===== src/rtl/alu_exec_unit_if.sv =====
// Handshake bus for the ALU execution unit: op/operand request side and result/flags response side.
`timescale 1ns/1ps
interface alu_exec_unit_if #(parameter int W = 16);
  logic         in_valid;
  logic         in_ready;
  logic [7:0]   alu_op;
  logic [W-1:0] a;
  logic [W-1:0] b;
  logic         out_valid;
  logic         out_ready;
  logic [W-1:0] result;
  logic [4:0]   flags;
  logic         illegal;

  modport master (output in_valid, alu_op, a, b, out_ready,
                  input  in_ready, out_valid, result, flags, illegal);
  modport slave  (input  in_valid, alu_op, a, b, out_ready,
                  output in_ready, out_valid, result, flags, illegal);
endinterface


===== src/rtl/alu_exec_unit.sv =====
// ALU execution unit: single-cycle logic/arith ops, bit-serial shifts, shift-add MUL, status flags.
`timescale 1ns/1ps
module alu_exec_unit #(
  parameter int W       = 16,
  parameter int SHAMT_W = 5
) (
  input  logic        clock,
  input  logic        reset,
  alu_exec_unit_if.slave bus
);
  localparam logic [7:0] OP_AND  = 8'h01, OP_OR   = 8'h02, OP_XOR  = 8'h03, OP_ADD  = 8'h05,
                         OP_ADDU = 8'h06, OP_ADDC = 8'h07, OP_SUB  = 8'h09, OP_SUBC = 8'h0A,
                         OP_CMP  = 8'h0B, OP_MOV  = 8'h0D, OP_MUL  = 8'h0E, OP_LSH  = 8'h84,
                         OP_ASHU = 8'h86, OP_LINK = 8'h4F, OP_LUI  = 8'hF0;
  localparam int FN = 4, FZ = 3, FF = 2, FL = 1, FC = 0;
  localparam int CNT_W = (SHAMT_W > $clog2(W+1)) ? SHAMT_W : $clog2(W+1);

  typedef enum logic [1:0] {IDLE, EXEC, DONE} state_t;
  state_t state, state_nx;

  logic [W-1:0]     res_q, mcand_q, mplier_q;
  logic [4:0]       flg_q;
  logic             ill_q, mul_q, left_q, arith_q;
  logic [CNT_W-1:0] cnt_q;
  logic             in_ready, out_valid, accept;

  assign accept = bus.in_valid && (state == IDLE);

  // Decode of the incoming request; only meaningful while IDLE.
  logic [7:0]         op;
  logic [SHAMT_W-1:0] amt, mag;
  logic               is_mul, is_shift, go_exec, is_sub, ci, ovf;
  logic [W:0]         ci_ext, sum_u, sum_s;
  logic [W-1:0]       res_c;
  logic [4:0]         flg_c;
  logic               ill_c;

  assign op       = bus.alu_op;
  assign amt      = bus.b[SHAMT_W-1:0];
  assign mag      = amt[SHAMT_W-1] ? (~amt + SHAMT_W'(1)) : amt;
  assign is_mul   = (op == OP_MUL);
  assign is_shift = (op == OP_LSH) || (op == OP_ASHU);
  assign go_exec  = is_mul || (is_shift && (mag != '0));
  assign is_sub   = (op == OP_SUB) || (op == OP_SUBC);
  assign ci       = ((op == OP_ADDC) || (op == OP_SUBC)) && flg_q[FC];
  assign ci_ext   = {{W{1'b0}}, ci};

  // Unsigned view gives carry/borrow in bit W; sign-extended view gives overflow as bit W != bit W-1.
  assign sum_u = is_sub ? ({1'b0, bus.a} - {1'b0, bus.b} - ci_ext)
                        : ({1'b0, bus.a} + {1'b0, bus.b} + ci_ext);
  assign sum_s = is_sub ? ({bus.a[W-1], bus.a} - {bus.b[W-1], bus.b} - ci_ext)
                        : ({bus.a[W-1], bus.a} + {bus.b[W-1], bus.b} + ci_ext);
  assign ovf   = sum_s[W] ^ sum_s[W-1];

  always_comb begin
    res_c = '0;
    flg_c = flg_q;
    ill_c = 1'b0;
    case (op)
      OP_AND:  res_c = bus.a & bus.b;
      OP_OR:   res_c = bus.a | bus.b;
      OP_XOR:  res_c = bus.a ^ bus.b;
      OP_MOV:  res_c = bus.b;
      OP_ADDU: res_c = sum_u[W-1:0];
      OP_ADD, OP_ADDC, OP_SUB, OP_SUBC: begin
        res_c     = sum_u[W-1:0];
        flg_c[FC] = sum_u[W];
        flg_c[FF] = ovf;
      end
      OP_CMP: begin
        res_c     = bus.a;
        flg_c[FZ] = (bus.a == bus.b);
        flg_c[FL] = (bus.a < bus.b);
        flg_c[FN] = ($signed(bus.a) < $signed(bus.b));
      end
      OP_MUL:  res_c = '0;
      OP_LSH, OP_ASHU: res_c = bus.a;
      OP_LINK: res_c = bus.a + W'(1);
      OP_LUI:  res_c = W'(bus.b[7:0]) << (W-8);
      default: ill_c = 1'b1;
    endcase
  end

  always_ff @(posedge clock or posedge reset) begin
    if (reset) state <= IDLE;
    else       state <= state_nx;
  end

  always_comb begin
    state_nx  = state;
    in_ready  = 1'b0;
    out_valid = 1'b0;
    case (state)
      IDLE: begin
        in_ready = 1'b1;
        if (accept) state_nx = go_exec ? EXEC : DONE;
      end
      EXEC: if (cnt_q == CNT_W'(1)) state_nx = DONE;
      DONE: begin
        out_valid = 1'b1;
        if (bus.out_ready) state_nx = IDLE;
      end
      default: state_nx = IDLE;
    endcase
  end

  // res_q doubles as the shift register / product accumulator while in EXEC.
  always_ff @(posedge clock or posedge reset) begin
    if (reset) begin
      res_q    <= '0;
      flg_q    <= '0;
      ill_q    <= 1'b0;
      mcand_q  <= '0;
      mplier_q <= '0;
      cnt_q    <= '0;
      mul_q    <= 1'b0;
      left_q   <= 1'b0;
      arith_q  <= 1'b0;
    end else begin
      case (state)
        IDLE: if (accept) begin
          res_q    <= res_c;
          flg_q    <= flg_c;
          ill_q    <= ill_c;
          mcand_q  <= bus.a;
          mplier_q <= bus.b;
          cnt_q    <= is_mul ? CNT_W'(W) : CNT_W'(mag);
          mul_q    <= is_mul;
          left_q   <= ~amt[SHAMT_W-1];
          arith_q  <= (op == OP_ASHU);
        end
        EXEC: begin
          cnt_q <= cnt_q - CNT_W'(1);
          if (mul_q) begin
            if (mplier_q[0]) res_q <= res_q + mcand_q;
            mcand_q  <= mcand_q << 1;
            mplier_q <= mplier_q >> 1;
          end else if (left_q) begin
            res_q <= res_q << 1;
          end else begin
            res_q <= {arith_q & res_q[W-1], res_q[W-1:1]};
          end
        end
        default: ;
      endcase
    end
  end

  assign bus.in_ready  = in_ready;
  assign bus.out_valid = out_valid;
  assign bus.result    = res_q;
  assign bus.flags     = flg_q;
  assign bus.illegal   = ill_q;
endmodule


===== src/flat_wrapper.sv =====
// flat-port wrapper written by rule: the top's interface ports become plain ports
module alu_exec_unit_flat 
#(
  parameter int W       = 16,
  parameter int SHAMT_W = 5
)
  (clock, reset, bus_in_valid, bus_alu_op, bus_a, bus_b, bus_out_ready, bus_in_ready, bus_out_valid, bus_result, bus_flags, bus_illegal);
  alu_exec_unit_if #(.W(W)) bus_i ();
  input  logic clock;
  input  logic reset;
  input wire logic [$bits(bus_i.in_valid)-1:0] bus_in_valid;
  input wire logic [$bits(bus_i.alu_op)-1:0] bus_alu_op;
  input wire logic [$bits(bus_i.a)-1:0] bus_a;
  input wire logic [$bits(bus_i.b)-1:0] bus_b;
  input wire logic [$bits(bus_i.out_ready)-1:0] bus_out_ready;
  output wire logic [$bits(bus_i.in_ready)-1:0] bus_in_ready;
  output wire logic [$bits(bus_i.out_valid)-1:0] bus_out_valid;
  output wire logic [$bits(bus_i.result)-1:0] bus_result;
  output wire logic [$bits(bus_i.flags)-1:0] bus_flags;
  output wire logic [$bits(bus_i.illegal)-1:0] bus_illegal;
  assign bus_i.in_valid = bus_in_valid;
  assign bus_i.alu_op = bus_alu_op;
  assign bus_i.a = bus_a;
  assign bus_i.b = bus_b;
  assign bus_i.out_ready = bus_out_ready;
  assign bus_in_ready = bus_i.in_ready;
  assign bus_out_valid = bus_i.out_valid;
  assign bus_result = bus_i.result;
  assign bus_flags = bus_i.flags;
  assign bus_illegal = bus_i.illegal;
  alu_exec_unit #(.W(W), .SHAMT_W(SHAMT_W)) u_core (.clock(clock), .reset(reset), .bus(bus_i));
endmodule

===== config.mk =====
export PLATFORM = sky130hd
export DESIGN_NAME = alu_exec_unit_flat
export DESIGN_NICKNAME = d
export VERILOG_FILES = /design/src/rtl/alu_exec_unit_if.sv /design/src/rtl/alu_exec_unit.sv /design/src/flat_wrapper.sv
export SDC_FILE = /design/constraint.sdc
export NUM_CORES = 1
export LEC_CHECK = 0
export BUFFER_PORTS_ARGS = -buffer_cell sky130_fd_sc_hd__buf_2
export CAP_MARGIN = 20
export CORE_MARGIN = 5
export CORE_UTILIZATION = 30
export CTS_BUF_LIST = sky130_fd_sc_hd__clkbuf_8
export DETAILED_ROUTE_END_ITERATION = 7
export PLACE_DENSITY_LB_ADDON = 0.05
export SETUP_SLACK_MARGIN = 0.15
export SYNTH_ARGS = -nofsm -noshare
export SYNTH_HDL_FRONTEND = slang
export SYNTH_SLANG_ARGS = --single-unit
export TNS_END_PERCENT = 1

===== constraint.sdc =====
create_clock -name clock -period 3.4 [get_ports clock]
set_clock_uncertainty 0.15 [all_clocks]
set_input_delay 0.51 -clock clock [delete_from_list [all_inputs] [get_ports clock]]
set_output_delay 0.51 -clock clock [all_outputs]
set_load 0.02 [all_outputs]

# Yosys cells after proc, flatten, opt, wreduce, memory -nomap -nowiden
# Index checks and enable logic that the tools add are counted.
[classes]
n_reduce_logical = 21
mux = 26
eq_ne = 24
n_lt_le_gt_ge = 2
add_sub_neg = 12
bitwise_logic = 7
[op_table]
columns = ["operator", "n"]
rows = [
  ["2-to-1 mux 16 bit", 8],
  ["one-hot mux 16 bit (8 select lines)", 1],
  ["one-hot mux 16 bit (2 select lines)", 3],
  ["== test 8 x 4 -> 1 bit, second input constant", 5],
  ["adder 16 x 16 -> 17 bit", 2],
  ["adder 17 x 1 -> 17 bit", 2],
  ["2-to-1 mux 17 bit", 2],
  ["subtractor 16 x 16 -> 17 bit", 2],
  ["subtractor 17 x 1 -> 17 bit", 2],
  ["< comparator 16 bit", 2],
  ["== test 8 x 3 -> 1 bit, second input constant", 3],
  ["== test 8 bit, second input constant", 3],
  ["adder 16 x 1 -> 16 bit, second input constant", 1],
  ["adder 16 bit", 1],
  ["bitwise AND 16 bit", 1],
  ["== test 16 bit", 1],
  ["== test 8 x 2 -> 1 bit, second input constant", 2],
  ["OR 16 bit", 1],
  ["XOR 16 bit", 1],
  ["2-to-1 mux 5 bit", 3],
  ["AND reduction 3 bit", 5],
  ["OR reduction 15 bit", 1],
  ["one-hot mux 5 bit (2 select lines)", 1],
  ["== test 8 x 1 -> 1 bit, second input constant", 1],
  ["other kinds (25)", 38],
]
[word_totals]
ff_bits = 64
inputBits = 44
elab_cells = 103

# Logic depth before layout (Yosys ltp)
# Gate-level depths: netlist of run 1.
[depth]
ltp_word = 9
mapped_depth = 18

# Least setup slack after synthesis of run 1
# Ideal clock, no wire load.
[synth_timing]
path_type = "input port to flip-flop"
start = "input bus_alu_op[0]"
end = "register u_core.res_q[14], in the netlist u_core.bus.result[14]"
required_time_ns = 3.126
setup_ns = 0.124
setup_slack_ns = -0.660
arrival_ns = 3.786
stages = 16
path_cell_list = "buf_4 -> clkbuf_1 -> and2_1 -> o21ai_0 -> or2_2 -> fa_1 -> fa_1 -> o211a_1 -> o211ai_1 -> o211ai_1 -> a31oi_1 -> nor2b_1 -> o21ai_0 -> mux2i_1 -> a211oi_1 -> a211o_1"
[synth_via]
elab_chain_len = 8
elab_cells_between_ends = 25
[synth_rtl]
columns = ["element", "line", "rtl"]
rows = [
  ["start, declared", "flat_wrapper.sv:12", "input wire logic [$bits(bus_i.alu_op)-1:0] bus_alu_op;"],
  ["== test 8 x 3 -> 1 bit / == test 8 x 4 -> 1 bit (equally long branches)", "alu_exec_unit.sv:45, alu_exec_unit.sv:59, alu_exec_unit.sv:44", ""],
  ["logical OR 1 bit", "alu_exec_unit.sv:45", "assign ci = ((op == OP_ADDC) || (op == OP_SUBC)) && flg_q[FC];"],
  ["logical AND 1 bit", "alu_exec_unit.sv:45", ""],
  ["adder 17 x 1 -> 17 bit / subtractor 17 x 1 -> 17 bit (equally long branches)", "alu_exec_unit.sv:50, alu_exec_unit.sv:49", ""],
  ["2-to-1 mux 17 bit", "alu_exec_unit.sv:49", "assign sum_u = is_sub ? ({1'b0, bus.a} - {1'b0, bus.b} - ci_ext)"],
  ["one-hot mux 16 bit (8 select lines) *", "alu_exec_unit.sv:59", "case (op)"],
  ["2-to-1 mux 16 bit *", "alu_exec_unit.sv:121", "IDLE: if (accept) begin"],
  ["one-hot mux 16 bit (2 select lines) *", "alu_exec_unit.sv:120", "case (state)"],
  ["end signal, assigned", "alu_exec_unit.sv:122", "res_q <= res_c;"],
  ["end signal, assigned", "alu_exec_unit.sv:135", "if (mplier_q[0]) res_q <= res_q + mcand_q;"],
  ["end signal, assigned", "alu_exec_unit.sv:139", "res_q <= res_q << 1;"],
  ["end, declared", "alu_exec_unit.sv:21", "logic [W-1:0] res_q, mcand_q, mplier_q;"],
]
# Mark *: on every way between the ends. The rest lies on a longest branch, timed or not. The select of a mux whose other input is x is not followed.
# A chain may end at the register's enable or synchronous reset.

# Final worst setup path of run 1
[layout_timing]
start = "input bus_alu_op[6]"
end = "register u_core.flg_q[2], in the netlist u_core.bus.flags[2]"
[layout_via]
elab_chain_len = 6
elab_cells_between_ends = 13
[layout_rtl]
columns = ["element", "line", "rtl"]
rows = [
  ["== test 8 x 3 -> 1 bit / == test 8 x 4 -> 1 bit (equally long branches)", "alu_exec_unit.sv:45, alu_exec_unit.sv:59, alu_exec_unit.sv:44", ""],
  ["logical OR 1 bit", "alu_exec_unit.sv:45", ""],
  ["logical AND 1 bit", "alu_exec_unit.sv:45", ""],
  ["adder 17 x 1 -> 17 bit / subtractor 17 x 1 -> 17 bit (equally long branches)", "alu_exec_unit.sv:52, alu_exec_unit.sv:51", ""],
  ["2-to-1 mux 17 bit", "alu_exec_unit.sv:51", "assign sum_s = is_sub ? ({bus.a[W-1], bus.a} - {bus.b[W-1], bus.b} - ci_ext)"],
  ["XOR 1 bit", "alu_exec_unit.sv:53", "assign ovf = sum_s[W] ^ sum_s[W-1];"],
  ["end signal, assigned", "alu_exec_unit.sv:123", "flg_q <= flg_c;"],
  ["end, declared", "alu_exec_unit.sv:22", "logic [4:0] flg_q;"],
]
# Parallel ways exist; a longest one is shown, timed or not.

==> run summary, run 1 <==
The number of nets in the layout is 1322. Of all nets on the critical path, the largest fanout is 2. The final global-route overflow total is 0. The residual DRC count is 0. In this run the vertical extent of the chip is 171 µm. dfrtp_1 takes more of the synthesized area than any other cell. In this run, synthesis inferred 0 flip-flops with an integrated enable. The max capacitance violation total came out at 0.

The total of hold buffers inserted after clock tree synthesis is 0. For this run, the leading register cell type out of synthesis is dfrtp_1. The run finished, with violations left. Counting every net in the synthesized netlist gives between 1000 and 1500. Summing the areas of all xor and xnor instances in the mapped netlist gives under 10% of the synthesized area. TritonCTS built the clock tree. The average wire per cell in the routed design is about 22 µm. The placeable core area is ~25000 µm². The category of the critical setup timing path is input pin to flop. Leaving out fill and tap cells, the most frequent cell in the layout is buf_4. The initial antenna violation count is 1. Relative to the synthesized area, the layout overhead comes to 24.9%.

The routed design could run at a clock period as short as 3570 ps. The warning count from the yosys run is 0. Dividing the detail-routed via count by the number of cells gives 5.39. In the layout the commonest cells are 132 x buf_4, 101 x nand2_1, 98 x ha_1. CTS built an H-tree with a depth of 3. The worst path uses 105% of the clock period. The half-perimeter wire length after placement is between 20000 and 30000 µm. The highest metal layer carrying signal wires in the routed design is met4. The maximum vdd drop is ~0.00022 V.

For this configuration, the core starts out at a cell density of ~31%. The sink count of the clock tree is 64. The top cell type's share of synthesized area is 20.7%.

The analysis attributes to cell leakage a power of between 4 and 5 nW. In the post-synthesis netlist, the biggest area contributors are dfrtp_1 21%, ha_1 16%, a21oi_1 5.7%. The number of library cell types mapped by synthesis is 71. The worst hold path belongs to the class input pin to async pin.

The endpoint required time on the critical path is 3510 ps. The peak clock frequency supported by timing is ~280 MHz. The global-route usage over all layers came out at approximately 23%. The first-pass GRT wire length came out at ~50000 µm. The proportion of layout cells with a drive suffix above 1 came out at roughly 23%. At the end of routability-driven placement, the weighted congestion stood at 0.887. The final worst setup slack is -171 ps. The transition at the pin with the smallest max-transition slack is about 960 ps. The number of input and output port buffers inserted came out at 67. Buffers inserted during clock tree synthesis total 9. The first routing iteration left approximately 700 violations. The post-synthesis cell area came out at 7740 µm². The die outline area is around 30000 µm². STA classifies the critical path endpoint as a flop.

The synthesized-area fraction occupied by and/or/nand/nor cells is 19.2%. The routed metal-1 wire length came out at about 15000 µm. The routed layout has slightly above 8000 vias. The row count is 58.

The count of state elements after synthesis came out at between 60 and 70. The fraction of registers with async set or reset after synthesis is 100%. The checks that failed: setup timing. Once placement completed, the tool counted placed cells totaling between 1000 and 1500.

The gate count after technology mapping came out at 1012. The final max-slew violation count is 0. The clock transition at the registers of the reported paths is 90 ps. The mux cell area share after synthesis came out at 2.83%.

Wire segments on met2 add up to ~15000 µm in the final route. Summed over all layers, the routed wires come to 33000 µm. The power density normalized to cell area is ~380 nW/µm². The pin count of the biggest net entering global routing is between 60 and 70. The total design power came out at around 3.7 mW. After the flow finishes, the layout carries non-filler instances totaling roughly 1500. The remaining antenna violation count came out at 0.

Setup violations remaining at the end of the flow were counted as 9. The count of TritonRoute iterations in the first routing pass came out at 5. The detailed-routed wire length on met3 came out at 1720 µm. In this run the tightest slew margin relative to its limit is between 30% and 40%. By area, the combinational part of the netlist is dominated by compound AO/OA/AOI/OAI gates.

The die boundary width is roughly 170 µm. The sort of element at the start of the critical path is an input pin. The sequential cell area fraction in the yosys report is 20.7%. Setup repair after global routing could not meet its margin everywhere.

The later-pin clock latency in the skew report came out at 370 ps. The per-instance average area after synthesis is 7.65 µm². The I/O pin count came out at 68. The cell sitting at the root of the clock tree is a clkbuf_8. The buffer depth of the longest clock path is 2. The compound-cell area share of the yosys netlist is between 20% and 30%.

The worst endpoint data arrival time is roughly 3700 ps. The number of post-CTS setup repair buffers came out at 0. The number of endpoints with negative hold slack in the final report is 0. The via count of the first global-routing pass came out at 7903.

The area share of fa/ha/maj cells after synthesis is ~17%.
## worst max-delay path, stage by stage
cell       delay, ps
buf_2            120
nor4_4           280
nand2_1          110
or2_4            270
inv_1             80
fa_1             190
inv_1             60
fa_1             380
nand2b_4         170
a21oi_2          150
o41ai_2           70
buf_4            160
o2111ai_2        230
o2111ai_2        180
a221oi_2         240
a21oi_1           70
xnor2_1          140
mux2_2           260
## synth_stat cells (all sizes together), types with 8 or more instances
library cell  number
xor2               9
nor2b             14
xnor2             36
or3               10
mux2i             17
a221oi            12
nand3             18
inv               71
nand2b            15
nor3              28
buf               12
o31ai              8
a22oi              8
dfrtp             64
a31oi             10
o211ai            13
clkbuf            37
nor2              90
nand2            102
o21bai             9
ha                98
and2               8
a211oi            20
o21a               8
and3               9
o21ai             89
a21o              12
a21oi             91
## timing repair
item                                    CTS  global route
gates resized for setup                  17             3
pin swaps                                 7             5
endpoints found under the setup margin   15            15
## state kept, by name (all words and copies together), names as in the netlist, 2 cells and up
register / flops
u_core.mplier_q: 16
u_core.cnt_q: 5
u_core.bus.result: 16
u_core.state: 2
u_core.mcand_q: 16
u_core.bus.flags: 5
## power by group
part	total [mW]	internal (mW)	switching (mW)
clock network	0.832	0.453	0.379
logic	1.75	0.759	0.993
registers	1.08	0.911	0.165
## metrics by stage
stage                     hold slack (ps)  cell area (µm²)  setup slack [ps]  utilization [%]  setup TNS, ps
after global routing                 96.4             9680              -352             38.2          -2870
after floorplan                       295             7770              -247                -          -1160
after CTS                            86.6             9650              -168             38.1           -628
after global placement                313             9340              -603             36.9          -7060
after detailed placement              317             9340              -677             36.9          -7460
final                                64.0             9680              -171             38.2           -834
## path summary, 6_finish.rpt
check                                                 from  slack (ps)  cells after the start                          endpoint
setup / recovery                             bus_alu_op[6]        -170                     18   u_core.bus.flags[2]$_DFFE_PP0P_
hold / removal                                       reset          60                      3    u_core.mcand_q[11]$_DFFE_PP0P_
setup reg to reg           u_core.bus.flags[0]$_DFFE_PP0P_          20                     16   u_core.bus.flags[2]$_DFFE_PP0P_
hold reg to reg             u_core.mplier_q[0]$_DFFE_PP0P_         340                      2    u_core.mplier_q[0]$_DFFE_PP0P_
max in group asynchronous                            reset        2690                      3  u_core.bus.result[0]$_DFFE_PP0P_
min in group clock          u_core.mplier_q[0]$_DFFE_PP0P_         340                      2    u_core.mplier_q[0]$_DFFE_PP0P_
## cells by family (layout without fill, tap and decap cells)
logic type / after synthesis / after routing
other: 0 / 1
adders and majority gates: 103 / 103
xor gates and xnor gates: 45 / 45
buffers and inverters: 120 / 288
and+or+nand+nor: 317 / 317
muxes: 21 / 21
AOI/OAI and AO/OA: 342 / 342
DFF: 64 / 64
## cell type report
type,instances,area [µm²]
flip-flops and latches,64,1600
multi-input cells,828,5800
clock inverters,5,80.1
well taps,330,413
fillers,2728,15700
clock buffers,11,151
diodes,1,2.50
inverters,71,267
repair buffers,201,1370
## per-layer routing
metal | track usage, % | vias up
met4 | 6.94 | 0
met1 | 31.8 | 3873
met2 | 35.9 | 245
met5 | 0 | -
li1 | - | 3984
met3 | 2.91 | 41
Note: power is estimated with default switching activity, not from simulation.
==> inputs of run 2 (changes only) <==
REMOVE_ABC_BUFFERS = 1   (was default)
clock period = 4.05 ns   (was 3.4 ns; I/O delays follow)
==> run summary, run 2 (synthesis gave the netlist of run 1 again) <==
The endpoint identified for the worst register-to-register timing path is u_core.bus.result[15]$_DFFE_PP0P_. The number of levels the H-tree was split into came out at 3 (unchanged). The final global-route overflow total is 0 (unchanged). The final instance area is 9080 µm² (-6.1%). The effective utilization at floorplan is 30.6% (unchanged).

Setup repair after global routing could not meet its margin everywhere. The standard cell area after detailed placement came out at 8840 µm² (-5.4%). The total of fill cells in the finished design was 2772 (+1.6%). The category of the critical setup timing path is input pin to flop. The power density normalized to cell area was 315 nW/µm² (-17%). The global-route usage over all layers is 21.7% (-0.85 points). The number of endpoints with negative hold slack in the final report came out at 0 (unchanged). The row count is 58 (unchanged). The path class of the tightest hold or removal check is flop to flop.

The flow ran to the end, and the final reports show no timing, DRC or antenna violations. The first-pass GRT wire length is 48300 µm (-3.1%). The worst hold path begins at u_core.mplier_q[10]$_DFFE_PP0P_. The detailed router's first-iteration violation count was 665 (-4.2%).

The transition at the pin with the smallest max-transition slack is 840 ps (-119 ps). The number of buffers created by CTS was 9 (unchanged). Grouping stages by cell kind, the critical path spends the most delay in compound AO/OA/AOI/OAI gates.

The slack of the worst reg-to-reg path was 550 ps (+530 ps). The final period demand of the worst path is 3770 ps. The count of buffer and inverter cells on the critical path came out at 1 (-3).

The die boundary width came out at 171 µm (unchanged). The placer congestion estimate came out at 0.892 (+0.48%). The worst hold path cell count is 2. The placeable core area is 25300 µm² (unchanged). The number of nets in the layout is 1261 (-4.6%). On the critical path, the stage with the largest delay is an instance of fa_2. The later-pin clock latency in the skew report is 380 ps (about the same). The clock network fraction of total power was 21.3% (-1.4 points). The maximum vdd drop came out at 0.000196 V (-10%). The part of the power in registers came to 31.2% (+1.8 points).

The via count of the first global-routing pass came out at 7765 (-1.7%). The buffer depth of the longest clock path came out at 2 (unchanged). For hold timing, the worst endpoint is u_core.mplier_q[10]$_DFFE_PP0P_.

The half-perimeter wire length after placement came to 24800 µm (-3.9%). The endpoint required time on the critical path is 4160 ps (+650 ps). The critical path goes through buf_2, nor4_4, nand2_1, or2_2, fa_2, fa_2, o211a_1, o211ai_1, o211ai_1, a31oi_1, nor2b_1, o21ai_1, mux2i_1, a211oi_1, a211o_1. STA classifies the critical path startpoint as an input pin. The top cell types in the final layout, fill and taps aside, are 101 x nand2_1, 98 x ha_1, 88 x nor2_1. The clock transition at the registers of the reported paths was 90 ps (about the same). The relative contribution of combinational cells to total power was 47.5% (-0.4 points). The peak per-stage delay on the critical path came to 380 ps (about the same).

The final clock period utilization by the worst path is around 93%. The pin count of the biggest net entering global routing was 80 (+19%). The worst register-to-register path begins at u_core.bus.result[3]$_DFFE_PP0P_. The total number of vias was 7865 (-3.4%). The switching power came out at 1.26 mW (-18%). The residual DRC count is 0 (unchanged).

The worst endpoint data arrival time is 3880 ps (+200 ps). The sink count of the clock tree was 64 (unchanged). The final max-slew violation count came out at 0 (unchanged). The initial antenna violation count came out at 0 (-1). The final routed wirelength across all metal layers is 31800 µm (-3.8%). The die outline area is 29100 µm² (unchanged). The y dimension of the die came out at 171 µm (unchanged). The proportion of layout cells with a drive suffix above 1 is 16.9% (-5.7 points). The number of endpoints failing setup at the final stage came out at 0 (-9).

The relative area change from synthesis to final layout is 17.3%. The I/O pin count came out at 68 (unchanged). The final setup TNS came out at 0 ps (+834 ps). The max capacitance violation total is 0 (unchanged). STA classifies the critical path endpoint as a flop.

The switching fraction of total power is 43.9% (+1.9 points). The remaining max-slew budget at the tightest pin came out at 43.9% (+7.8 points). The maximum fanout count along the critical path was 3 (+1). The number of input and output port buffers inserted is 67 (unchanged). The peak clock frequency supported by timing came out at between 200 and 300 MHz. The remaining antenna violation count came out at 0 (unchanged). The number of vias per cell after detailed routing is 5.43 (+0.72%). The leakage power of the design came to 4.10 nW (-7.8%).

The count of TritonRoute iterations in the first routing pass came out at 5 (unchanged). The internal power came out at 1.61 mW (-24%). The clock root buffer is clkbuf_8.

The total inserted antenna cells came out at 0 (-1). The most frequent standard cell in the layout excluding fill and tap cells is nand2_1. The average wire per cell in the routed design came out at 21.9 µm (+0.34%). TritonCTS built the clock tree. The worst reg2reg path depth is 10 (-6).
==> run 2: cell count changes in the layout (fill, tap and decap cells not counted), sizes merged <==
cell         before  now
clkbuf           11    9
buf             201  139
bufinv            2    1
diode             1    0
clkinv            1    5
clkinvlp          1    0
dlygate4sd3       0    1
==> run 2: worst max-delay path by stage <==
| stage | to | from | depth (start not counted) |
|---|---|---|---|
| after floorplan | u_core.mcand_q[1]$_DFFE_PP0P_ | u_core.state[1]$_DFFE_PP0P_ | 4 |
| after global placement | u_core.bus.result[14]$_DFFE_PP0P_ | bus_alu_op[5] | 15 |
| after detailed placement | u_core.bus.result[14]$_DFFE_PP0P_ | bus_alu_op[5] | 15 |
| after CTS | u_core.bus.result[14]$_DFFE_PP0P_ | bus_alu_op[5] | 15 |
| after global routing | u_core.bus.flags[2]$_DFFE_PP0P_ | bus_alu_op[5] | 16 |
| final | u_core.bus.result[14]$_DFFE_PP0P_ | bus_alu_op[5] | 15 |
==> run 2: layout make-up <==
cell class	count	area, µm²	share of cell area [%]
inverters	71	267	2.93
repair buffers	140	898	9.89
flip-flops and latches	64	1600	17.6
multi-input cells	828	5710	62.8
clock buffers	9	124	1.36
well taps	330	413	4.55
clock inverters	7	73.8	0.813
==> run 2: metal layers <==
layer | vias up | track usage, % | wire length, µm
met2 | 201 | 34.5 | 14400
li1 | 3863 | - | -
met3 | 32 | 3.03 | 1430
met1 | 3769 | 31.0 | 15200
met4 | 0 | 5.73 | 726
met5 | - | 0 | 0
==> run 2: repair_timing <==
item / in CTS / in global routing
hold buffers: 1 / 0
buffers inserted: 0 / 1
pin swaps: 1 / 4
cloned: 0 / 0
hold endpoints to repair: 3 / 0
setup endpoints to repair: 1 / 10
resized for setup: 0 / 7
==> run 2: worst min-delay path, delay by kind of cell, from the launching register on <==
| kind | cells | cell delay (ps) |
|---|---|---|
| AND/OR/NAND/NOR | 1 | 40 |
| flip-flops | 1 | 350 |
| AO/OA/AOI/OAI | 1 | 60 |
==> run 2: power by group through the flow <==
stage | clock (mW) | combinational (mW) | sequential [mW]
final | 0.610 | 1.36 | 0.894
after global routing | 0.648 | 1.52 | 0.913
after CTS | 0.634 | 1.36 | 0.897
after detailed placement | 0 | 1.35 | 0.910
after global placement | 0 | 1.36 | 0.912
after floorplan | 0 | 0.875 | 0.917
==> run 2: metrics by stage <==
stage	hold WS (ps)	setup slack, ps	util (%)	instances	power, mW
final	337	279	35.9	1449	2.86
after global routing	358	90.1	35.9	1449	3.08
after CTS	344	177	35.7	1448	2.89
after detailed placement	325	-252	34.9	1431	2.26
after global placement	321	-245	34.9	1431	2.27
after floorplan	295	-1820	-	963	1.79
